File: config.mk
export PLATFORM = sky130hd
export DESIGN_NAME = mem_stage
export DESIGN_NICKNAME = d
export VERILOG_FILES = /design/src/rtl/mem_pkg.sv /design/src/rtl/mem_lane_align.sv /design/src/rtl/mem_stage.sv
export SDC_FILE = /design/constraint.sdc
export NUM_CORES = 1
export LEC_CHECK = 0
export ABC_AREA = 1
export BUFFER_PORTS_ARGS = -buffer_cell sky130_fd_sc_hd__buf_2
export CORE_MARGIN = 2
export CORE_UTILIZATION = 34
export CTS_BUF_LIST = sky130_fd_sc_hd__clkbuf_16
export DETAILED_ROUTE_END_ITERATION = 8
export SYNTH_ARGS = -nofsm -noshare
export SYNTH_HDL_FRONTEND = slang
export SYNTH_HIERARCHICAL = 1
export SYNTH_SLANG_ARGS = --single-unit
File: constraint.sdc
create_clock -name clk -period 3.9 [get_ports clk]
set_input_delay 0 -clock clk [delete_from_list [all_inputs] [get_ports clk]]
set_output_delay 0 -clock clk [all_outputs]
set_load 0.1 [all_outputs]
File: src/rtl/mem_pkg.sv
`default_nettype none
// ============================================================================
//  Module      : mem_pkg
//  Description : Shared types and decode helpers for the MIPS memory stage.
//  Revision    : 1.0 - initial release
// ============================================================================
package mem_pkg;

   typedef enum logic [3:0] {
      OP_NONE = 4'd0,
      OP_LB   = 4'd1,
      OP_LH   = 4'd2,
      OP_LW   = 4'd3,
      OP_LBU  = 4'd4,
      OP_LHU  = 4'd5,
      OP_SB   = 4'd6,
      OP_SH   = 4'd7,
      OP_SW   = 4'd8
   } mem_op_e;

   typedef enum logic {
      ST_IDLE = 1'b0,
      ST_BUSY = 1'b1
   } mem_state_e;

   typedef enum logic [1:0] {
      SZ_BYTE = 2'd0,
      SZ_HALF = 2'd1,
      SZ_WORD = 2'd2
   } mem_size_e;

   function automatic logic is_load(input logic [3:0] op);
      return (op == OP_LB) || (op == OP_LH) || (op == OP_LW) ||
             (op == OP_LBU) || (op == OP_LHU);
   endfunction

   function automatic logic is_store(input logic [3:0] op);
      return (op == OP_SB) || (op == OP_SH) || (op == OP_SW);
   endfunction

   function automatic logic is_signed_load(input logic [3:0] op);
      return (op == OP_LB) || (op == OP_LH);
   endfunction

   // Codes outside the defined set fall through to word size; they are
   // never treated as memory ops, so the size is don't-care for them.
   function automatic mem_size_e op_size(input logic [3:0] op);
      case (op)
         OP_LB, OP_LBU, OP_SB: return SZ_BYTE;
         OP_LH, OP_LHU, OP_SH: return SZ_HALF;
         default:              return SZ_WORD;
      endcase
   endfunction

endpackage
`default_nettype wire

File: src/rtl/mem_lane_align.sv
`default_nettype none
// ============================================================================
//  Module      : mem_lane_align
//  Description : Store lane replication / byte enables and load lane
//                extraction with sign or zero extension (combinational).
//  Revision    : 1.0 - initial release
// ============================================================================
module mem_lane_align
   import mem_pkg::*;
#(
   parameter int DATA_W = 32,
   parameter int LANE_W = $clog2(DATA_W / 8)
) (
   input  mem_size_e               st_size,
   input  logic [LANE_W-1:0]       st_lane,
   input  logic [DATA_W-1:0]       st_data,
   output logic [DATA_W/8-1:0]     st_be,
   output logic [DATA_W-1:0]       st_wdata,
   input  mem_size_e               ld_size,
   input  logic [LANE_W-1:0]       ld_lane,
   input  logic                    ld_signed,
   input  logic [DATA_W-1:0]       rdata,
   output logic [DATA_W-1:0]       ld_data
);

   localparam int NB = DATA_W / 8;
   localparam logic [NB-1:0] c_be_byte = NB'(1);
   localparam logic [NB-1:0] c_be_half = NB'(3);

   logic [DATA_W-1:0] shifted;

   always_comb begin
      st_be    = '1;
      st_wdata = st_data;
      case (st_size)
         SZ_BYTE: begin
            st_be    = c_be_byte << st_lane;
            st_wdata = {NB{st_data[7:0]}};
         end
         SZ_HALF: begin
            st_be    = c_be_half << st_lane;
            st_wdata = {(NB / 2){st_data[15:0]}};
         end
         default: ;
      endcase
   end

   // Bring the addressed lane down to bit 0 before extending it.
   always_comb begin
      shifted = rdata >> {ld_lane, 3'b000};
      ld_data = rdata;
      case (ld_size)
         SZ_BYTE: ld_data = {{(DATA_W - 8){ld_signed & shifted[7]}}, shifted[7:0]};
         SZ_HALF: ld_data = {{(DATA_W - 16){ld_signed & shifted[15]}}, shifted[15:0]};
         default: ;
      endcase
   end

endmodule
`default_nettype wire

File: src/rtl/mem_stage.sv
`default_nettype none
// ============================================================================
//  Module      : mem_stage
//  Description : Registered MIPS memory-access stage with req/ack bus,
//                IO window decode and lane-aligned loads/stores.
//                Optional bus watchdog enabled by defining MEM_TIMEOUT_EN.
//  Revision    : 1.0 - initial release
// ============================================================================
module mem_stage
   import mem_pkg::*;
#(
   parameter int          DATA_W  = 32,
   parameter int          ADDR_W  = 32,
   parameter int          REG_AW  = 5,
   parameter logic [31:0] IO_MASK = 32'hFFFF_F000,
   parameter logic [31:0] IO_BASE = 32'hFFFF_F000,
   parameter int          TIMEOUT = 255
) (
   input  logic                clk,
   input  logic                rst,
   input  logic                ex_valid,
   input  logic [3:0]          ex_mem_op,
   input  logic [REG_AW-1:0]   ex_waddr,
   input  logic                ex_wreg,
   input  logic [DATA_W-1:0]   ex_wdata,
   input  logic [DATA_W-1:0]   ex_store_data,
   output logic                stall,
   output logic                m_req,
   output logic                m_we,
   output logic                m_io,
   output logic [ADDR_W-1:0]   m_addr,
   output logic [DATA_W/8-1:0] m_be,
   output logic [DATA_W-1:0]   m_wdata,
   input  logic [DATA_W-1:0]   m_rdata,
   input  logic                m_ack,
   output logic [REG_AW-1:0]   wb_waddr,
   output logic                wb_wreg,
   output logic [DATA_W-1:0]   wb_wdata,
   output logic                misalign,
   output logic                bus_err
);

   localparam int NB     = DATA_W / 8;
   localparam int LANE_W = $clog2(NB);
   localparam logic [ADDR_W-1:0] c_io_mask   = ADDR_W'(IO_MASK);
   localparam logic [ADDR_W-1:0] c_io_base   = ADDR_W'(IO_BASE);
   localparam logic [ADDR_W-1:0] c_lane_mask = ADDR_W'(NB - 1);

   mem_state_e          state_q, state_d;
   logic                m_req_q, m_req_d;
   logic                m_we_q, m_we_d;
   logic                m_io_q, m_io_d;
   logic [ADDR_W-1:0]   m_addr_q, m_addr_d;
   logic [NB-1:0]       m_be_q, m_be_d;
   logic [DATA_W-1:0]   m_wdata_q, m_wdata_d;
   logic [REG_AW-1:0]   wb_waddr_q, wb_waddr_d;
   logic                wb_wreg_q, wb_wreg_d;
   logic [DATA_W-1:0]   wb_wdata_q, wb_wdata_d;
   logic                misalign_q, misalign_d;
   logic                bus_err_q, bus_err_d;
   mem_size_e           size_q, size_d;
   logic                signed_q, signed_d;
   logic                load_q, load_d;
   logic [LANE_W-1:0]   lane_q, lane_d;
   logic [REG_AW-1:0]   dst_q, dst_d;

   logic [ADDR_W-1:0]   addr;
   logic [LANE_W-1:0]   lane;
   mem_size_e           ex_size;
   logic                ex_mem;
   logic                aligned;
   logic                io_hit;
   logic [NB-1:0]       st_be;
   logic [DATA_W-1:0]   st_wdata;
   logic [DATA_W-1:0]   ld_data;

`ifdef MEM_TIMEOUT_EN
   localparam int c_tmo_w = (TIMEOUT < 256) ? 8 : 16;
   localparam logic [c_tmo_w-1:0] c_tmo_last = c_tmo_w'(TIMEOUT - 1);
   logic [c_tmo_w-1:0] tmo_q, tmo_d;
`endif

   assign addr    = ADDR_W'(ex_wdata);
   assign lane    = addr[LANE_W-1:0];
   assign ex_size = op_size(ex_mem_op);
   assign ex_mem  = is_load(ex_mem_op) || is_store(ex_mem_op);
   assign io_hit  = (addr & c_io_mask) == c_io_base;

   always_comb begin
      aligned = 1'b1;
      case (ex_size)
         SZ_HALF: aligned = ~addr[0];
         SZ_WORD: aligned = (lane == '0);
         default: ;
      endcase
   end

   mem_lane_align #(
      .DATA_W (DATA_W),
      .LANE_W (LANE_W)
   ) u_lane_align (
      .st_size   (ex_size),
      .st_lane   (lane),
      .st_data   (ex_store_data),
      .st_be     (st_be),
      .st_wdata  (st_wdata),
      .ld_size   (size_q),
      .ld_lane   (lane_q),
      .ld_signed (signed_q),
      .rdata     (m_rdata),
      .ld_data   (ld_data)
   );

   always_comb begin
      state_d    = state_q;
      m_req_d    = m_req_q;
      m_we_d     = m_we_q;
      m_io_d     = m_io_q;
      m_addr_d   = m_addr_q;
      m_be_d     = m_be_q;
      m_wdata_d  = m_wdata_q;
      wb_waddr_d = wb_waddr_q;
      wb_wreg_d  = 1'b0;
      wb_wdata_d = wb_wdata_q;
      misalign_d = 1'b0;
      bus_err_d  = 1'b0;
      size_d     = size_q;
      signed_d   = signed_q;
      load_d     = load_q;
      lane_d     = lane_q;
      dst_d      = dst_q;
`ifdef MEM_TIMEOUT_EN
      tmo_d      = '0;
`endif
      case (state_q)
         ST_IDLE: begin
            if (ex_valid) begin
               if (!ex_mem) begin
                  wb_waddr_d = ex_waddr;
                  wb_wreg_d  = ex_wreg;
                  wb_wdata_d = ex_wdata;
               end else if (!aligned) begin
                  misalign_d = 1'b1;
               end else begin
                  state_d   = ST_BUSY;
                  m_req_d   = 1'b1;
                  m_we_d    = is_store(ex_mem_op);
                  m_io_d    = io_hit;
                  m_addr_d  = addr & ~c_lane_mask;
                  m_be_d    = st_be;
                  m_wdata_d = is_store(ex_mem_op) ? st_wdata : '0;
                  size_d    = ex_size;
                  signed_d  = is_signed_load(ex_mem_op);
                  load_d    = is_load(ex_mem_op);
                  lane_d    = lane;
                  dst_d     = ex_waddr;
               end
            end
         end
         ST_BUSY: begin
`ifdef MEM_TIMEOUT_EN
            tmo_d = tmo_q + 1'b1;
`endif
            if (m_ack) begin
               state_d = ST_IDLE;
               m_req_d = 1'b0;
               m_we_d  = 1'b0;
               m_be_d  = '0;
               if (load_q) begin
                  wb_wreg_d  = 1'b1;
                  wb_waddr_d = dst_q;
                  wb_wdata_d = ld_data;
               end
            end
`ifdef MEM_TIMEOUT_EN
            else if (tmo_q == c_tmo_last) begin
               state_d   = ST_IDLE;
               m_req_d   = 1'b0;
               m_we_d    = 1'b0;
               m_be_d    = '0;
               bus_err_d = 1'b1;
            end
`endif
         end
         default: state_d = ST_IDLE;
      endcase
   end

   always_ff @(posedge clk) begin
      if (rst) begin
         state_q    <= ST_IDLE;
         m_req_q    <= 1'b0;
         m_we_q     <= 1'b0;
         m_io_q     <= 1'b0;
         m_addr_q   <= '0;
         m_be_q     <= '0;
         m_wdata_q  <= '0;
         wb_waddr_q <= '0;
         wb_wreg_q  <= 1'b0;
         wb_wdata_q <= '0;
         misalign_q <= 1'b0;
         bus_err_q  <= 1'b0;
         size_q     <= SZ_BYTE;
         signed_q   <= 1'b0;
         load_q     <= 1'b0;
         lane_q     <= '0;
         dst_q      <= '0;
      end else begin
         state_q    <= state_d;
         m_req_q    <= m_req_d;
         m_we_q     <= m_we_d;
         m_io_q     <= m_io_d;
         m_addr_q   <= m_addr_d;
         m_be_q     <= m_be_d;
         m_wdata_q  <= m_wdata_d;
         wb_waddr_q <= wb_waddr_d;
         wb_wreg_q  <= wb_wreg_d;
         wb_wdata_q <= wb_wdata_d;
         misalign_q <= misalign_d;
         bus_err_q  <= bus_err_d;
         size_q     <= size_d;
         signed_q   <= signed_d;
         load_q     <= load_d;
         lane_q     <= lane_d;
         dst_q      <= dst_d;
      end
   end

`ifdef MEM_TIMEOUT_EN
   always_ff @(posedge clk) begin
      if (rst) tmo_q <= '0;
      else     tmo_q <= tmo_d;
   end
`endif

   assign stall    = (state_q == ST_BUSY);
   assign m_req    = m_req_q;
   assign m_we     = m_we_q;
   assign m_io     = m_io_q;
   assign m_addr   = m_addr_q;
   assign m_be     = m_be_q;
   assign m_wdata  = m_wdata_q;
   assign wb_waddr = wb_waddr_q;
   assign wb_wreg  = wb_wreg_q;
   assign wb_wdata = wb_wdata_q;
   assign misalign = misalign_q;
   assign bus_err  = bus_err_q;

endmodule
`default_nettype wire

==> flow_summary.toml, run 1 <==
[grt]
antenna_found_initial = 0
track_usage = 0.221
grt_pass1_wl_mm = 35.2
grt_pass1_vias = 6695
grt_max_degree = 83
grt_remaining_overflow = 0

[sta]
timing.fmax_mhz = 421
rsz0062_at_grt = "false"
setup_viol = 0
worst_pin_slew_ps = 1260
fin_ws_ps = 1520
final_max_slew_viol_count = 0
min_period_ps = 2380
hold_violations = 1
fin_skew_ps = 7.78
finalCritPeriodShare = 0.609
tns_ps = 0
timing.hold.ws_ps = -4.97
relSlewSlack = 0.162

[clocking]
cts_tree = "yes"
numClockSinks = 120
htree_levels = 4
clk-insertion-delay-late_ps = 420
clock-root-buffer = "clkbuf_16"
cts_made_buffers = 17
clock_path_buffers = 2
clk_pin_slew_ps = 60

[drt]
drc = 0
drt-total-wl_mm = 22.2
vias = 7093
avgRoutedWirePerCell_um = 15.9
dr.first_iter.drc_count = 463
drt-pass1-iter-count = 5
final_antenna_net_count = 0
routed_via_density = 5.08

[synthesis]
synth-edff-count = 0
yosysTopAreaCellShare = 0.378
synth_area_leaders = "dfxtp_1 (38%), nand2_1 (16%), a21oi_1 (9.5%)"
yosysTopAreaCell = "dfxtp_1"
post_synth_xor_area_fraction = 0
syn_area_mm2 = 0.00636
syn-mean-instance-area_um2 = 6.88
synthesis.instances = 925
synthArstFlopShare = 0
ys_types = 32
synth_mux_area_frac = 0.0566
ys.flop_type = "dfxtp_1"
synthSimpleGateAreaFrac = 0.323
synthAdderAreaFrac = 0
synth_top_family_by_area = "simple AND/OR/NAND/NOR gates"
yosysWarnings = 6
ys_ff_latch = 120
synth-compound-area-share = 0.143
seq_area_frac_synth = 0.378

[hold_path]
min_to = "m_wdata[23]"
hp-start = "ex_store_data[23]"
min_path_type = "in2reg"
hold_depth = 5

[cells_and_area]
fillers = 1945
nets = 1258
fin_area_mm2 = 0.00850
n_antenna_cell = 0
drive_above_1_share = 0.241
final_cell_count_no_fill = 1395
register_area_mm2 = 0.00240
area_delta_synth_final_pct = 33.7
multiInputGateArea_mm2 = 0.00335
final_core_util = 0.459

[place]
place_area_mm2 = 0.00734
pre_cts_ws_ps = 1400
io_buffer_count = 218
place.gp.congestion = 0.857
placed_cells = 1304
dp_hpwl_mm = 15.1

[setup_path]
rrSetupSlack_ps = 1520
cp.required_ps = 4250
worst_r2r_startpoint = "lane_q[0]"
end_kind = "flop"
reg2reg_depth = 11
cp-start-kind = "flop"
rr_endpoint = "wb_wdata[20]"
cp_max_fo = 24
path_class = "reg2reg"
cp_data_arrival_time_ps = 2730

[power]
totalPowerFinal_mw = 3.91
power_leakage_nw = 3.87
cellPowerDensity_mw_per_mm2 = 460
peakVddDrop_mv = 0.327

[job]
maxCapViolCount = 0

[floorplan]
start_util = 0.344
die_h_um = 141
fp-row-count = 50
io_pins = 222
fp.dieW_um = 141
core-area_mm2 = 0.0185
die_area_mm2 = 0.0198

[run_status]
status = "finished, violations left"
violations = "negative hold slack"
## cells in the final DEF, fill, tap and decap left out, types with 2 or more instances in the layout
cell,n
clkinvlp_4,4
o21ai_1,4
mux2i_1,36
clkinv_4,4
nand3_4,2
dlygate4sd3_1,59
o211ai_1,9
clkbuf_16,17
nand2_2,4
o21ai_0,35
nor2_1,60
dfxtp_1,119
nand3_1,81
clkinv_1,2
inv_6,5
buf_4,10
conb_1,3
or2_2,2
o22ai_1,3
a21oi_1,121
nor2_2,2
inv_1,29
nand2_1,277
inv_2,4
buf_2,218
nand4_1,41
## sequential cells by signal, indices dropped and copies added, names as in the netlist
register  count
m_req         1
lane_q        2
m_be          4
m_addr       30
load_q        1
dst_q         5
size_q        2
m_we          1
wb_wreg       1
misalign      1
m_io          1
m_wdata      32
wb_waddr      5
stall         1
signed_q      1
wb_wdata     32
## kinds of logic (layout without fill, tap and decap cells)
kind of cell    Yosys count  after routing
compound gates          174            174
buf+inv                 120            354
flops                   120            120
mux                      36             36
other cells               1              3
simple gates            474            474
## critical path, cell delays in order (launching register included)
cell and delay, ps:
dfxtp_1 560, buf_4 290, inv_2 150, nand2_1 100, nand3_1 70, nand2_1 110, nand3_2 420, nand3_1 220
mux2i_1 90, nand3_1 100, nand2_1 60, nor2_1 130
## final cells by class
| type | instances | area share |
|---|---|---|
| tap | 234 | 0.0344 |
| clock inverter | 15 | 0.0168 |
| sequential | 120 | 0.283 |
| clock buffer | 17 | 0.0500 |
| inverter | 35 | 0.0157 |
| multi-input combinational | 687 | 0.394 |
| timing repair buffer | 287 | 0.207 |
## how the worst max path moves through the flow
stage                 start      endpoint  depth (start not counted)
2_1_floorplan         stall  wb_wdata[10]                          7
3_3_place_gp   ex_mem_op[3]       m_be[3]                         14
3_5_place_dp   ex_mem_op[3]       m_be[3]                         14
4_1_cts               stall       m_be[0]                          8
5_1_grt           lane_q[0]  wb_wdata[24]                         11
6_report          lane_q[0]  wb_wdata[20]                         11
## repair_timing
item / in CTS / in global routing
setup buffers: 0 / 0
setup endpoints to repair: 0 / 0
hold buffers: 59 / 0
gates resized for setup: 0 / 0
endpoints found under the hold margin: 77 / 0
## routing by layer
layer  share of wire  global-route usage
met5               0                   0
met4           0.020              0.0658
met3           0.074              0.0588
met2            0.46               0.361
met1            0.45               0.288
## power by group
part / internal (mW) / total (mW) / switching, mW / leakage [nW]
Combinational: 0.242 / 1.06 / 0.816 / 2.62
Sequential: 1.29 / 1.33 / 0.0406 / 0.978
Clock: 0.886 / 1.51 / 0.628 / 0.265
## cells in the mapped netlist (3+ instances only)
library cell  number
o211ai_1           9
a21oi_1          121
inv_2              4
dfxtp_1          120
buf_4             25
nand3_1           81
o22ai_1            3
buf_6              8
nand2_1          278
o21ai_0           35
buf_2             17
nand2_2            3
buf_1              6
nor2_1            60
o21ai_1            4
inv_1             29
mux2i_1           36
clkbuf_1          29
nand4_1           41
No activity file was read; power rests on OpenSTA's default activity.
==> run 2: changes to the inputs <==
==> constraint.sdc (replaced) <==
create_clock -name clk -period 2.4 [get_ports clk]
set_input_delay 0 -clock clk [delete_from_list [all_inputs] [get_ports clk]]
set_output_delay 0 -clock clk [all_outputs]
set_load 0.1 [all_outputs]
==> flow_summary.toml, run 2 (synthesized netlist as in run 1, its figures left out) <==
[run_status]
status = "complete, no violations"

[clocking]
clk-insertion-delay-late_ps = 420
clk_pin_slew_ps = 60
clock_path_buffers = 2
htree_levels = 4
cts_made_buffers = 17
clock-root-buffer = "clkbuf_16"
cts_tree = "yes"
numClockSinks = 120
ctsResizeCount = 0

[drt]
avgRoutedWirePerCell_um = 16.0
final_antenna_net_count = 0
dr.first_iter.drc_count = 499
vias = 7077
drc = 0
routed_via_density = 5.05
drt-total-wl_mm = 22.5
drt-pass1-iter-count = 5

[floorplan]
core-area_mm2 = 0.0185
fp-row-count = 50
start_util = 0.344
die_area_mm2 = 0.0198
io_pins = 222
fp.dieW_um = 141
die_h_um = 141

[sta]
min_period_ps = 2090
timing.fmax_mhz = 479
final_max_slew_viol_count = 0
relSlewSlack = 0.545
tns_ps = 0
worst_pin_slew_ps = 682
fin_ws_ps = 313
rsz0062_at_grt = "false"
hold_violations = 0
setup_viol = 0
fin_skew_ps = 6.33
finalCritPeriodShare = 0.870

[setup_path]
cp.required_ps = 2730
end_kind = "flop"
crit_end = "m_be[1]"
rrSetupSlack_ps = 350
path_class = "in2reg"
cp-start-kind = "primary input"
reg2reg_depth = 10
crit_path_start = "ex_mem_op[1]"
rr_endpoint = "wb_wdata[24]"
worst_r2r_startpoint = "lane_q[0]"
cp_max_fo = 13
cp_data_arrival_time_ps = 2420

[cells_and_area]
drive_above_1_share = 0.241
nets = 1265
n_antenna_cell = 0
area_delta_synth_final_pct = 35.7
fillers = 1915
layout_common_cells = "nand2_1 (277), buf_2 (218), a21oi_1 (121), dfxtp_1 (119), nand3_1 (81)"
final_common_cell = "nand2_1"

[power]
peakVddDrop_mv = 0.504
power_leakage_nw = 3.93
cellPowerDensity_mw_per_mm2 = 750
totalPowerFinal_mw = 6.47

[grt]
track_usage = 0.222
grt_pass1_vias = 6569
grt_pass1_wl_mm = 35.0
grt_remaining_overflow = 0
grt_max_degree = 83
antenna_found_initial = 0

[job]
maxCapViolCount = 0

[hold_path]
min_path_type = "in2reg"

[place]
dp_hpwl_mm = 15.6
pre_cts_ws_ps = 370
place.gp.congestion = 0.893
io_buffer_count = 218
-- run 2: cell count changes in the layout (fill, tap and decap cells not counted), sizes merged --
cell	before	now
buf	228	233
bufinv	1	3
clkinv	6	8
clkinvlp	4	3
dlygate4sd3	59	61
inv	39	36
-- run 2: how the worst min path moves through the flow --
stage	startpoint	end	slack [ps]	depth (start not counted)
global route	ex_store_data[31]	m_wdata[31]	30	5
global placement	ex_waddr[4]	dst_q[4]	260	3
floorplan	ex_waddr[0]	dst_q[0]	140	2
detailed placement	ex_waddr[4]	dst_q[4]	270	3
finish	ex_store_data[13]	m_wdata[13]	20	5
CTS	ex_store_data[15]	m_wdata[15]	2	5
-- run 2: area by class of cell --
type	instances	area, um2	area share
clock buffers	17	425	0.0493
clock inverters	15	163	0.0188
flip-flops and latches	120	2400	0.278
repair buffers	294	1860	0.216
inverters	35	134	0.0155
multi-input cells	687	3350	0.388
well taps	234	293	0.0339
-- run 2: per-stage QoR --
stage	instance area [um2]	hold slack, ps	instances	utilization
after floorplan	6370	144	927	-
after global placement	7430	263	1309	0.401
after detailed placement	7430	272	1309	0.401
after CTS	8630	1.73	1402	0.466
after global routing	8630	26.1	1402	0.466
final	8630	15.8	1402	0.466
-- run 2: critical path, stage by stage --
cell and delay [ps]:
dlygate4sd3_1 530, buf_2 140, inv_1 80, nand2_1 70, nor2_1 120, a21oi_1 70
nand3_1 80, inv_1 90, inv_1 310, nand2_1 310, inv_1 140, nor2_1 60
o21ai_0 160, nand4_1 110, a21oi_1 170
-- run 2: layer usage --
layer,part of all wire,up-vias,global-route usage
li1,-,3537,-
met3,0.076,29,0.0560
met1,0.43,3231,0.288
met5,0,-,0
met2,0.47,280,0.363
met4,0.020,0,0.0684
-- run 2: where the power goes --
group / leakage (nW) / switching [mW] / total (mW) / internal, mW
sequential: 0.978 / 0.0606 / 2.16 / 2.10
combinational: 2.67 / 1.33 / 1.74 / 0.411
clock: 0.284 / 0.948 / 2.56 / 1.61
-- run 2: timing repair --
item                      4_1_cts  5_1_grt
hold endpoints to repair       84        0
setup buffers                   0        0
hold buffers                   61        0
==> run 3: changes to the inputs <==
--- a/config.mk
+++ b/config.mk
@@ -10,7 +10,9 @@
 export CORE_MARGIN = 2
 export CORE_UTILIZATION = 34
 export CTS_BUF_LIST = sky130_fd_sc_hd__clkbuf_16
+export CTS_CLUSTER_DIAMETER = 60
 export DETAILED_ROUTE_END_ITERATION = 8
+export HOLD_SLACK_MARGIN = 0.12
 export SYNTH_ARGS = -nofsm -noshare
 export SYNTH_HDL_FRONTEND = slang
 export SYNTH_HIERARCHICAL = 1
==> flow_summary.toml, run 3 (synthesized netlist as in run 1, its figures left out) <==
[setup_path]
worstPathCellList = "dlygate4sd3_1, buf_2, inv_1, nand2_1, nand2_1, o21ai_1, inv_1, nand2_2, nand3_4, inv_4, buf_12, nand2_1, a21oi_1, dlygate4sd3_1"
crit_slowest_cell = "dlygate4sd3_1"
rr_endpoint = "wb_wdata[24]"
path_class = "in2reg"
reg2reg_depth = 10
worst_path_most_repeated_cell = "nand2_1"
cp_data_arrival_time_ps = 2590
cp.required_ps = 2750
cp-start-kind = "primary input"
cp_max_fo = 25
worst_r2r_startpoint = "lane_q[0]"
rrSetupSlack_ps = 360
max_stage_delay_ps = 570
end_kind = "flop"

[clocking]
cts_tree = "yes"
cts_made_buffers = 17
numClockSinks = 120
htree_levels = 4
clk_pin_slew_ps = 50
clock_path_buffers = 2
clk-insertion-delay-late_ps = 410
clock-root-buffer = "clkbuf_16"

[drt]
dr.first_iter.drc_count = 487
avgRoutedWirePerCell_um = 16.1
vias = 7441
final_antenna_net_count = 0
routed_via_density = 5.11
drt-total-wl_mm = 23.4
drt-pass1-iter-count = 6
drc = 0

[hold_path]
hp-start = "ex_mem_op[2]"
min_path_type = "in2reg"
min_to = "signed_q"
hold_depth = 6

[place]
place.gp.congestion = 0.893
io_buffer_count = 218
dp_hpwl_mm = 15.6
placed_cells = 1309

[sta]
setup_viol = 0
finalCritPeriodShare = 0.933
timing.hold.ws_ps = 109
timing.fmax_mhz = 446
rsz0062_at_grt = "false"
relSlewSlack = 0.559
tns_ps = 0
worst_pin_slew_ps = 661
hold_violations = 0
final_max_slew_viol_count = 0
min_period_ps = 2240
fin_skew_ps = 6.07

[cells_and_area]
drive_above_1_share = 0.230
final_cell_count_no_fill = 1456
n_antenna_cell = 0
fillers = 1856
nets = 1319
final_common_cell = "nand2_1"
layout_common_cells = "nand2_1 (277), buf_2 (218), a21oi_1 (121), dfxtp_1 (119), dlygate4sd3_1 (115)"
area_delta_synth_final_pct = 44.2

[floorplan]
die_area_mm2 = 0.0198
die_h_um = 141
fp.dieW_um = 141
start_util = 0.344
io_pins = 222
fp-row-count = 50
core-area_mm2 = 0.0185

[grt]
grt_max_degree = 83
track_usage = 0.231
antenna_found_initial = 0
grt_remaining_overflow = 0
grt_pass1_wl_mm = 36.6
grt_pass1_vias = 6978

[run_status]
status = "complete, no violations"

[power]
power_leakage_nw = 4.23
totalPowerFinal_mw = 6.54
cellPowerDensity_mw_per_mm2 = 713
peakVddDrop_mv = 0.501

[job]
maxCapViolCount = 0
## run 3: cell types whose count changed in the layout (fill, tap and decap cells not counted), sizes merged
cell	change
dlygate4sd3	+54
## run 3: worst max-delay path by stage
| stage | cells after the start | slack, ps | startpoint | endpoint |
|---|---|---|---|---|
| after detailed placement | 10 | 370 | lane_q[0] | wb_wdata[30] |
| after global routing | 14 | 4 | ex_mem_op[0] | m_addr[2] |
| final | 14 | 160 | ex_mem_op[1] | m_addr[2] |
| after CTS | 14 | 100 | ex_mem_op[1] | m_addr[13] |
| after floorplan | 7 | 160 | stall | wb_wdata[10] |
| after global placement | 10 | 430 | lane_q[0] | wb_wdata[16] |
## run 3: report_power, final
part	switching, mW	total, mW	internal [mW]
clock network	0.953	2.57	1.61
registers	0.0608	2.16	2.10
logic	1.35	1.81	0.460
total	2.37	6.54	4.18
## run 3: critical path, delay by kind of cell
family          cells  cell delay, ps
buf+inv             7            1760
simple gates        5             540
compound gates      2             280
## run 3: area by class of cell
cell class	instances	area, um2	share of cell area
Sequential cell	120	2400	0.262
Tap cell	234	293	0.0319
Inverter	35	136	0.0149
Timing Repair Buffer	348	2400	0.262
Multi-Input combinational cell	687	3350	0.365
Clock inverter	15	163	0.0177
Clock buffer	17	425	0.0464
## run 3: metal layers
metal / vias up / wire [um] / global-route usage
li1: 3645 / - / -
met1: 3444 / 10200 / 0.294
met3: 41 / 1600 / 0.0516
met2: 311 / 11100 / 0.386
met5: - / 0 / 0
met4: 0 / 527 / 0.0826
## run 3: metrics by stage
stage / setup slack [ps] / area (um2) / utilization
after detailed placement: 370 / 7430 / 0.401
after global routing: 3.52 / 9170 / 0.495
final: 160 / 9170 / 0.495
after CTS: 105 / 9170 / 0.495
after global placement: 427 / 7430 / 0.401
after floorplan: 156 / 6370 / -
## run 3: what timing repair did
action                     CTS  global route
hold buffers               115             0
setup buffers                0             0
setup endpoints to repair    0            15
gates resized for setup      0             2
hold endpoints to repair   117             0
